<file path="src/rtl/ifetch_queue.sv">
// Instruction fetch queue: turns fetch PCs into in-order imem reads, buffers
// returned words with their PCs and hands them to decode; flush discards wrong-path reads.
module ifetch_queue #(
    parameter int XLEN    = 32,
    parameter int DEPTH   = 4,
    parameter int MAX_OUT = 2
) (
    input  logic                       clk,
    input  logic                       rst,
    input  logic [XLEN-1:0]            pc_i,
    input  logic                       flush_i,
    output logic                       halt_o,
    output logic                       imem_req_o,
    output logic [XLEN-1:0]            imem_addr_o,
    input  logic                       imem_gnt_i,
    input  logic                       imem_rvalid_i,
    input  logic [31:0]                imem_rdata_i,
    output logic                       dec_valid_o,
    input  logic                       dec_ready_i,
    output logic [XLEN-1:0]            dec_pc_o,
    output logic [31:0]                dec_instr_o,
    output logic [$clog2(DEPTH):0]     count_o
);

    localparam int PW = $clog2(DEPTH);
    localparam int CW = PW + 1;
    localparam int TW = (MAX_OUT > 1) ? $clog2(MAX_OUT) : 1;
    localparam int OW = $clog2(MAX_OUT) + 1;

    logic [XLEN-1:0] fifo_pc_q    [DEPTH];
    logic [31:0]     fifo_instr_q [DEPTH];
    logic [PW-1:0]   wr_ptr_q, rd_ptr_q;
    logic [CW-1:0]   count_q, count_d, count_eff;

    logic [XLEN-1:0] trk_pc_q [MAX_OUT];
    logic [TW-1:0]   trk_wr_q, trk_rd_q;
    logic [OW-1:0]   outstanding_q, outstanding_d;
    logic [OW-1:0]   drop_q, drop_d;

    logic [31:0]     occupancy;
    logic            space;
    logic            issue;
    logic            push;
    logic            pop;

    function automatic logic [TW-1:0] trk_inc(input logic [TW-1:0] ptr);
        return (ptr == TW'(MAX_OUT - 1)) ? '0 : ptr + TW'(1);
    endfunction

    // A flush empties the FIFO this edge, so the target request sees count as zero.
    always_comb begin
        count_eff = flush_i ? '0 : count_q;
        occupancy = 32'(count_eff) + 32'(outstanding_q);
        space     = (occupancy < 32'(DEPTH)) && (32'(outstanding_q) < 32'(MAX_OUT));
    end

    assign imem_req_o  = rst & space;
    assign imem_addr_o = pc_i;
    assign issue       = imem_req_o & imem_gnt_i;
    assign halt_o      = ~issue;

    assign dec_valid_o = (count_q != '0) & ~flush_i;
    assign dec_pc_o    = fifo_pc_q[rd_ptr_q];
    assign dec_instr_o = fifo_instr_q[rd_ptr_q];
    assign count_o     = count_q;

    assign push = imem_rvalid_i & (drop_q == '0) & ~flush_i;
    assign pop  = dec_valid_o & dec_ready_i;

    always_comb begin
        outstanding_d = outstanding_q + OW'(issue) - OW'(imem_rvalid_i);
        count_d       = count_q + CW'(push) - CW'(pop);
        drop_d        = drop_q;
        if (flush_i) begin
            count_d = '0;
            // Only reads already in flight before this edge are wrong-path.
            drop_d  = outstanding_q - OW'(imem_rvalid_i);
        end else if (imem_rvalid_i && (drop_q != '0)) begin
            drop_d  = drop_q - OW'(1);
        end
    end

    always_ff @(posedge clk or negedge rst) begin
        if (!rst) begin
            wr_ptr_q      <= '0;
            rd_ptr_q      <= '0;
            count_q       <= '0;
            trk_wr_q      <= '0;
            trk_rd_q      <= '0;
            outstanding_q <= '0;
            drop_q        <= '0;
        end else begin
            count_q       <= count_d;
            outstanding_q <= outstanding_d;
            drop_q        <= drop_d;
            if (flush_i) begin
                wr_ptr_q <= '0;
                rd_ptr_q <= '0;
            end else begin
                if (push) wr_ptr_q <= wr_ptr_q + PW'(1);
                if (pop)  rd_ptr_q <= rd_ptr_q + PW'(1);
            end
            if (issue)         trk_wr_q <= trk_inc(trk_wr_q);
            if (imem_rvalid_i) trk_rd_q <= trk_inc(trk_rd_q);
        end
    end

    always_ff @(posedge clk or negedge rst) begin
        if (!rst) begin
            for (int i = 0; i < DEPTH; i++) begin
                fifo_pc_q[i]    <= '0;
                fifo_instr_q[i] <= '0;
            end
        end else if (push) begin
            fifo_pc_q[wr_ptr_q]    <= trk_pc_q[trk_rd_q];
            fifo_instr_q[wr_ptr_q] <= imem_rdata_i;
        end
    end

    always_ff @(posedge clk or negedge rst) begin
        if (!rst) begin
            for (int i = 0; i < MAX_OUT; i++) trk_pc_q[i] <= '0;
        end else if (issue) begin
            trk_pc_q[trk_wr_q] <= pc_i;
        end
    end

    a_rvalid_tracked: assert property (@(posedge clk) disable iff (!rst)
        imem_rvalid_i |-> (outstanding_q != '0));
    a_no_overflow: assert property (@(posedge clk) disable iff (!rst)
        push |-> (count_q != CW'(DEPTH)));
    a_addr_stable: assert property (@(posedge clk) disable iff (!rst)
        (imem_req_o && !imem_gnt_i) |=> (flush_i || $stable(imem_addr_o)));

endmodule

</file>
<file path="config.mk">
export PLATFORM = sky130hd
export DESIGN_NAME = ifetch_queue
export DESIGN_NICKNAME = d
export VERILOG_FILES = /design/src/rtl/ifetch_queue.sv
export SDC_FILE = /design/constraint.sdc
export NUM_CORES = 1
export LEC_CHECK = 0
export BUFFER_PORTS_ARGS = -buffer_cell sky130_fd_sc_hd__buf_2
export CELL_PAD_IN_SITES_DETAIL_PLACEMENT = 1
export CELL_PAD_IN_SITES_GLOBAL_PLACEMENT = 1
export CORE_MARGIN = 8
export CORE_UTILIZATION = 38
export DETAILED_ROUTE_END_ITERATION = 10
export GPL_TIMING_DRIVEN = 0
export PLACE_DENSITY = 0.62
export SLEW_MARGIN = 40
export SYNTH_ARGS = -nofsm -noshare
export SYNTH_HDL_FRONTEND = slang
export SYNTH_SLANG_ARGS = --single-unit
</file>
<file path="constraint.sdc">
create_clock -name clk -period 4.05 [get_ports clk]
set_input_delay 0.405 -clock clk [delete_from_list [all_inputs] [get_ports clk]]
set_output_delay 0.405 -clock clk [all_outputs]
set_load 0.005 [all_outputs]
</file>
==> results of run 1 <==
[worst max-delay path: stages (launching register included)]
cell     delay (ns)
dfrtp_1        0.33
buf_2          0.30
buf_1          0.59
mux4_2         0.43
buf_2          0.15
[cells in the final DEF, fill, tap and decap left out, types with 9 or more instances in the layout]
master,synthesis,layout
buf_2,29,199
buf_4,51,51
clkbuf_1,10,20
clkbuf_16,0,39
clkbuf_8,0,9
dfrtp_1,333,333
ha_1,11,11
inv_1,9,9
mux2_2,133,133
mux2_4,60,60
mux2i_1,34,34
mux4_2,64,64
nand2_1,130,130
o21ai_0,127,127
[path summary, 6_finish.rpt]
| check | cells past startpoint | endpoint |
|---|---|---|
| worst min register to register | 2 | fifo_pc_q[23]$_DFFE_PN0P_ |
| min in group asynchronous | 2 | fifo_instr_q[52]$_DFFE_PN0P_ |
| worst min-delay path | 2 | trk_pc_q[19]$_DFFE_PN0P_ |
| max in group asynchronous | 5 | fifo_pc_q[81]$_DFFE_PN0P_ |
| worst max-delay path | 4 | dec_instr_o[16] |
| worst max register to register | 9 | outstanding_q[1]$_DFF_PN0_ |
[stage by stage]
stage / total power [mW] / worst slack, ns / utilization [%] / hold slack [ns] / std cells
final: 12.2 / 1.30 / 46.0 / 0.119 / 1806
after global routing: 13.0 / 1.16 / 46.0 / 0.0977 / 1806
after CTS: 12.5 / 1.24 / 46.0 / 0.0903 / 1806
after detailed placement: 8.93 / 1.43 / 42.7 / 0.256 / 1735
after global placement: 8.78 / -4.11 / 42.3 / 0.456 / 1730
after floorplan: 7.43 / 1.76 / - / 0.109 / 1041
[sequential cells by signal, indices dropped and copies added, names as in the netlist]
name / count
wr_ptr_q: 2
drop_q: 2
trk_rd_q: 1
rd_ptr_q: 2
trk_pc_q: 64
count_o: 3
trk_wr_q: 1
outstanding_q: 2
fifo_instr_q: 128
fifo_pc_q: 128
[cell type report]
cell class | instances | share of cell area [%]
repair buffers | 177 | 5.71
well taps | 518 | 3.65
inverters | 9 | 0.190
clock inverters | 12 | 0.683
flip-flops and latches | 333 | 46.9
multi-input cells | 599 | 32.8
clock buffers | 58 | 6.40
plain buffers | 100 | 3.66
[per-layer routing]
layer	track usage, %	vias up	wire [microns]
met5	0	-	0
met4	4.54	0	768
met3	3.54	59	1530
met2	27.9	147	18200
met1	23.7	4727	17400
li1	-	4125	-
[power by group through the flow]
stage          clock [mW]  sequential, mW  combinational (mW)
3_5_place_dp            0            4.92                4.00
6_report             3.46            4.87                3.90
2_1_floorplan           0            4.74                2.69
3_3_place_gp            0            4.88                3.90
4_1_cts              3.57            4.88                4.02
5_1_grt              3.71            5.01                4.31
[cells by family (layout without fill, tap and decap cells)]
| logic type | Yosys count | after routing | share of synthesized area [%] |
|---|---|---|---|
| compound gates | 135 | 135 | 4.92 |
| xor+xnor | 11 | 11 | 0.649 |
| fa+ha+maj | 12 | 12 | 1.06 |
| buf+inv | 109 | 356 | 4.61 |
| flops | 333 | 333 | 56.2 |
| mux | 291 | 291 | 28.2 |
| simple gates | 150 | 150 | 4.43 |
[what timing repair did]
item / in CTS / in global routing
setup buffers: 0 / 0
hold buffers: 1 / 0
hold endpoints to repair: 64 / 0
resized for setup: 0 / 0
==> key figures, run 1 <==
Clock network
  • CTS root buffer: clkbuf_16
  • Clock slew at reported path FFs: 0.06 ns
  • Worst-Skew Late Latency: 0.55 ns
  • Num CTS Buffers: 39
  • TritonCTS clock tree: done
  • Number of H-tree levels: 2
  • Max Buffers Root-to-Sink: 3
  • # clock sinks: 333

Synthesis
  • Ys flop type: dfrtp_1
  • Seq/Total Area, Yosys: 56.2%
  • Number of synthesized flops with an enable pin: 0
  • Mapped Nets: 1,123
  • Most frequent cells after synthesis: dfrtp_1 (333), mux2_2 (133), nand2_1 (130)
  • Count leader, synth: dfrtp_1
  • Yosys warnings: 0
  • Count of cell types in the netlist: 33
  • Area share of the leading cell type in the synthesized netlist: 56.2%
  • Top post-synthesis cells by area: dfrtp_1 (56%), mux2_2 (10%), mux4_2 (9.7%), mux2_4 (6.1%), o21ai_0 (4.3%)
  • Cells after Synth: 1,041
  • Register bit total from synthesis: 333
  • Synthesized area: 14,800 sq um
  • Syn_area_per_cell: 14.3 sq um
  • Async S/R FF share, synth: 100%
  • Largest area contributor in the netlist: dfrtp_1

Drt
  • Drt first pass iters: 4
  • Via-to-Cell Ratio: 5.02
  • Post-route ant nets: 0
  • Final WL: 37,900 microns
  • Drt wl/cell: 21.0 microns
  • Vias: 9,058
  • DRC: 0
  • DRT iter0 DRCs: 363

Die
  • DIE WIDTH: 214 microns
  • Die area: 45,600 sq um
  • Vert. Die Dim: 214 microns
  • Initial Util: 38.4%
  • I/O pins: 172
  • Core Area: 38,600 sq um
  • # rows: 72

Timing
  • Setup Total Neg Slack: 0 ns
  • Worst Max-Slew Pin Slew: 0.731 ns
  • Tmin final: 2.75 ns
  • Slew HR: 51.2%
  • Max Clk Rate: 363 MHz
  • # setup viols final: 0
  • Setup Skew: 0.0104 ns
  • Setup repair after global routing missed its margin: no
  • Fin. max-slew vios: 0
  • Fin crit share: 67.9%
  • Hold Violations, Final: 0

Cells and area
  • Final net count: 1,341
  • Area of the multi-input gates: 5820 sq um
  • Antenna cells: 0
  • Storage element area: 8330 sq um
  • Filler Cell Count: 3,972
  • Fraction of layout cells with a size suffix above 1: 45.7%
  • Area added between synthesis and finish: 19.7%
  • Final Cell Area: 17,800 sq um

Place
  • Final HPWL DP: 26,100 microns
  • Post-DP Area: 16,500 sq um
  • # port buffers: 171
  • Placer congestion estimate: 0.725

Setup path
  • Flop2flop setup slack: 1.65 ns
  • CP required: 3.64 ns
  • CP Max Fanout: 10
  • Arr. time, crit path: 2.35 ns
  • CP Launch Type: flip-flop
  • CP startpoint: rd_ptr_q[1]$_DFFE_PN0P_
  • WS Path Type: reg2out
  • CP Capture Type: output port
  • Crit Reg-Reg Startpoint: count_o[1]$_DFF_PN0_

Global route
  • First-pass GRT wire length: 61,100 microns
  • Initial antenna violation count: 0
  • Largest net degree at the start of global routing: 67
  • Global route total overflow: 0
  • All-Layer GR Usage: 17.3%
  • Vias in the first global route: 10,388

Power and ir drop
  • P_leak: 8.66 nW
  • Pint: 8.53 mW
  • Logic gate share of total power: 31.9%
  • Reg power frac: 39.9%
  • Clk network pwr share: 28.3%
  • Sw Ratio: 30.2%
  • Sw Pwr: 3.70 mW
  • Cell area power density: 688 nW/um^2
  • Peak VDD IR: 0.000345 V

Run status
  • Status: complete, no violations

Job
  • Max Cap Violations: 0

Worst hold path
  • HP Class: in2reg
  • Min-delay src: pc_i[19]
No activity file was read; power rests on OpenSTA's default activity.
==> run 2: changes to the inputs <==
--- a/config.mk
+++ b/config.mk
@@ -12,7 +12,7 @@
 export CORE_UTILIZATION = 38
 export DETAILED_ROUTE_END_ITERATION = 10
 export GPL_TIMING_DRIVEN = 0
-export PLACE_DENSITY = 0.62
+export PLACE_DENSITY = 0.65
 export SLEW_MARGIN = 40
 export SYNTH_ARGS = -nofsm -noshare
 export SYNTH_HDL_FRONTEND = slang
==> constraint.sdc (replaced) <==
create_clock -name clk -period 2.3 [get_ports clk]
set_input_delay 0.23 -clock clk [delete_from_list [all_inputs] [get_ports clk]]
set_output_delay 0.23 -clock clk [all_outputs]
set_load 0.005 [all_outputs]
==> key figures, run 2 (same netlist as run 1, synthesis figures left out) <==
Setup path
  • CP Capture Type: output port
  • CP Max Fanout: 4 (-6)
  • CP required: 2.07 ns (-1.57 ns)
  • CP endpoint: imem_req_o
  • Reg2Reg Depth: 7 (-2)
  • Flop2flop setup slack: 0.06 ns (-1.59 ns)
  • CP startpoint: count_o[1]$_DFF_PN0_
  • CP Launch Type: flip-flop
  • Reg-to-Reg End: trk_pc_q[59]$_DFFE_PN0P_
  • Arr. time, crit path: 2.02 ns (-0.33 ns)
  • WS Path Type: reg2out
  • Crit Reg-Reg Startpoint: count_o[1]$_DFF_PN0_

Cells and area
  • Commonest non-fill, non-tap cells in the layout: dfrtp_1 (331), buf_2 (193), mux2_2 (133)
  • Layout Cells excl Fill: 1,885 (+4.4%)
  • Area added between synthesis and finish: 26.8%
  • Fraction of layout cells with a size suffix above 1: 45.2% (-0.49 points)
  • Final net count: 1,419 (+5.8%)
  • Final Util: 48.7% (+2.7 points)
  • Commonest non-fill, non-tap cell in the layout: dfrtp_1
  • Top flop regs: fifo_instr_q: 128 flops, fifo_pc_q: 128 flops, trk_pc_q: 64 flops

Die
  • Die area: 45,600 sq um (unchanged)
  • Initial Util: 38.4% (unchanged)
  • Core Area: 38,600 sq um (unchanged)
  • Vert. Die Dim: 214 microns (unchanged)
  • # rows: 72 (unchanged)
  • DIE WIDTH: 214 microns (unchanged)
  • I/O pins: 172 (unchanged)

Global route
  • First-pass GRT wire length: 63,300 microns (+3.6%)
  • Vias in the first global route: 10,904 (+5.0%)
  • Global route total overflow: 0 (unchanged)
  • All-Layer GR Usage: 17.9% (+0.54 points)
  • Largest net degree at the start of global routing: 73 (+9.0%)
  • Initial antenna violation count: 0 (unchanged)

Drt
  • Via-to-Cell Ratio: 4.98 (-0.74%)
  • Drt first pass iters: 4 (unchanged)
  • DRC: 0 (unchanged)
  • Drt wl/cell: 21.0 microns (+0.24%)
  • Post-route ant nets: 0 (unchanged)
  • Final WL: 39,600 microns (+4.6%)
  • Vias: 9,384 (+3.6%)
  • DRT iter0 DRCs: 417 (+15%)

Clock network
  • TritonCTS clock tree: done
  • Number of H-tree levels: 2 (unchanged)
  • CTS Hold Bufs: 70 (+69)
  • Worst-Skew Late Latency: 0.54 ns (about the same)
  • CTS root buffer: clkbuf_16
  • Max Buffers Root-to-Sink: 3 (unchanged)
  • Num CTS Buffers: 39 (unchanged)
  • # clock sinks: 333 (unchanged)
  • Clock slew at reported path FFs: 0.06 ns (about the same)

Timing
  • Fin crit share: 97.7%
  • Setup Total Neg Slack: 0 ns (unchanged)
  • Fin. max-slew vios: 0 (unchanged)
  • Setup Skew: 0.0157 ns (+0.00536 ns)
  • Tmin final: 2.25 ns
  • Worst Slack Setup Final: 0.0532 ns (-1.24 ns)
  • Setup repair after global routing missed its margin: yes
  • # setup viols final: 0 (unchanged)
  • Worst Max-Slew Pin Slew: 0.595 ns (-0.137 ns)
  • Hold Violations, Final: 79 (+79)
  • Minimum hold slack: -0.513 ns (-0.631 ns)
  • Slew HR: 60.4% (+9.1 points)
  • Max Clk Rate: 445 MHz

Run status
  • Status: complete, but fails checks
  • Failing checks: hold timing

Worst hold path
  • HP Class: in2async

Job
  • Max Cap Violations: 0 (unchanged)

Place
  • Placer congestion estimate: 0.740 (+2.1%)
  • # port buffers: 171 (unchanged)
  • Final HPWL DP: 25,900 microns (-0.77%)
  • DP Cell Count: 1,735 (unchanged)
  • Worst slack at placement: -0.354 ns (-1.79 ns)

Power and ir drop
  • Cell area power density: 1190 nW/um^2 (+73%)
  • P_leak: 9.09 nW (+5.1%)
  • Peak VDD IR: 0.000551 V (+60%)
[run 2: worst min path at each step]
stage,cells past startpoint,startpoint,end
final,1,rst,fifo_instr_q[51]$_DFFE_PN0P_
after global routing,1,rst,fifo_instr_q[51]$_DFFE_PN0P_
after CTS,1,rst,fifo_instr_q[51]$_DFFE_PN0P_
after detailed placement,1,rst,fifo_instr_q[51]$_DFFE_PN0P_
after global placement,2,fifo_pc_q[45]$_DFFE_PN0P_,fifo_pc_q[45]$_DFFE_PN0P_
after floorplan,0,rst,count_o[0]$_DFF_PN0_
[run 2: worst max-delay path: stages (launching register included)]
cell and delay (ns):
dfrtp_2 0.43, nor2b_1 0.15, ha_1 0.31, a31oi_4 0.17
nor2_1 0.07, nor4b_2 0.20, buf_2 0.15
[run 2: layer usage]
layer / track usage [%] / vias up / wire, microns
met4: 5.58 / 0 / 803
met5: 0 / - / 0
met2: 29.4 / 150 / 19500
met3: 2.89 / 51 / 1390
met1: 24.0 / 4918 / 17900
li1: - / 4265 / -
[run 2: report_power, final]
| group | switching, mW | leakage, nW | internal, mW |
|---|---|---|---|
| combinational | 3.23 | 4.05 | 4.08 |
| clock | 2.48 | 0.677 | 4.03 |
| sequential | 1.00 | 4.37 | 7.62 |
[run 2: layout make-up]
cell class | instances | area (sq um)
Sequential cell | 333 | 8340
Clock inverter | 13 | 186
Buffer | 100 | 741
Tap cell | 518 | 648
Inverter | 9 | 33.8
Antenna cell | 1 | 2.50
Multi-Input combinational cell | 599 | 5850
Fill cell | 3895 | 19800
Clock buffer | 57 | 1180
Timing Repair Buffer | 255 | 1840
[run 2: per-stage QoR]
stage / cell area, sq um / total power [mW] / hold slack (ns)
5_1_grt: 18800 / 23.8 / -0.536
3_3_place_gp: 16300 / 15.4 / 0.457
2_1_floorplan: 14800 / 13.1 / -0.0656
6_report: 18800 / 22.4 / -0.513
4_1_cts: 18700 / 22.6 / -0.543
3_5_place_dp: 16500 / 15.7 / 0.0392
[run 2: timing repair]
item                                    in CTS  in global routing
endpoints found under the hold margin      265                 79
endpoints found under the setup margin      64                 65
cloned                                       0                  1
buffers inserted                             6                  2
gates resized for setup                     19                 20
pin swaps                                    2                  2
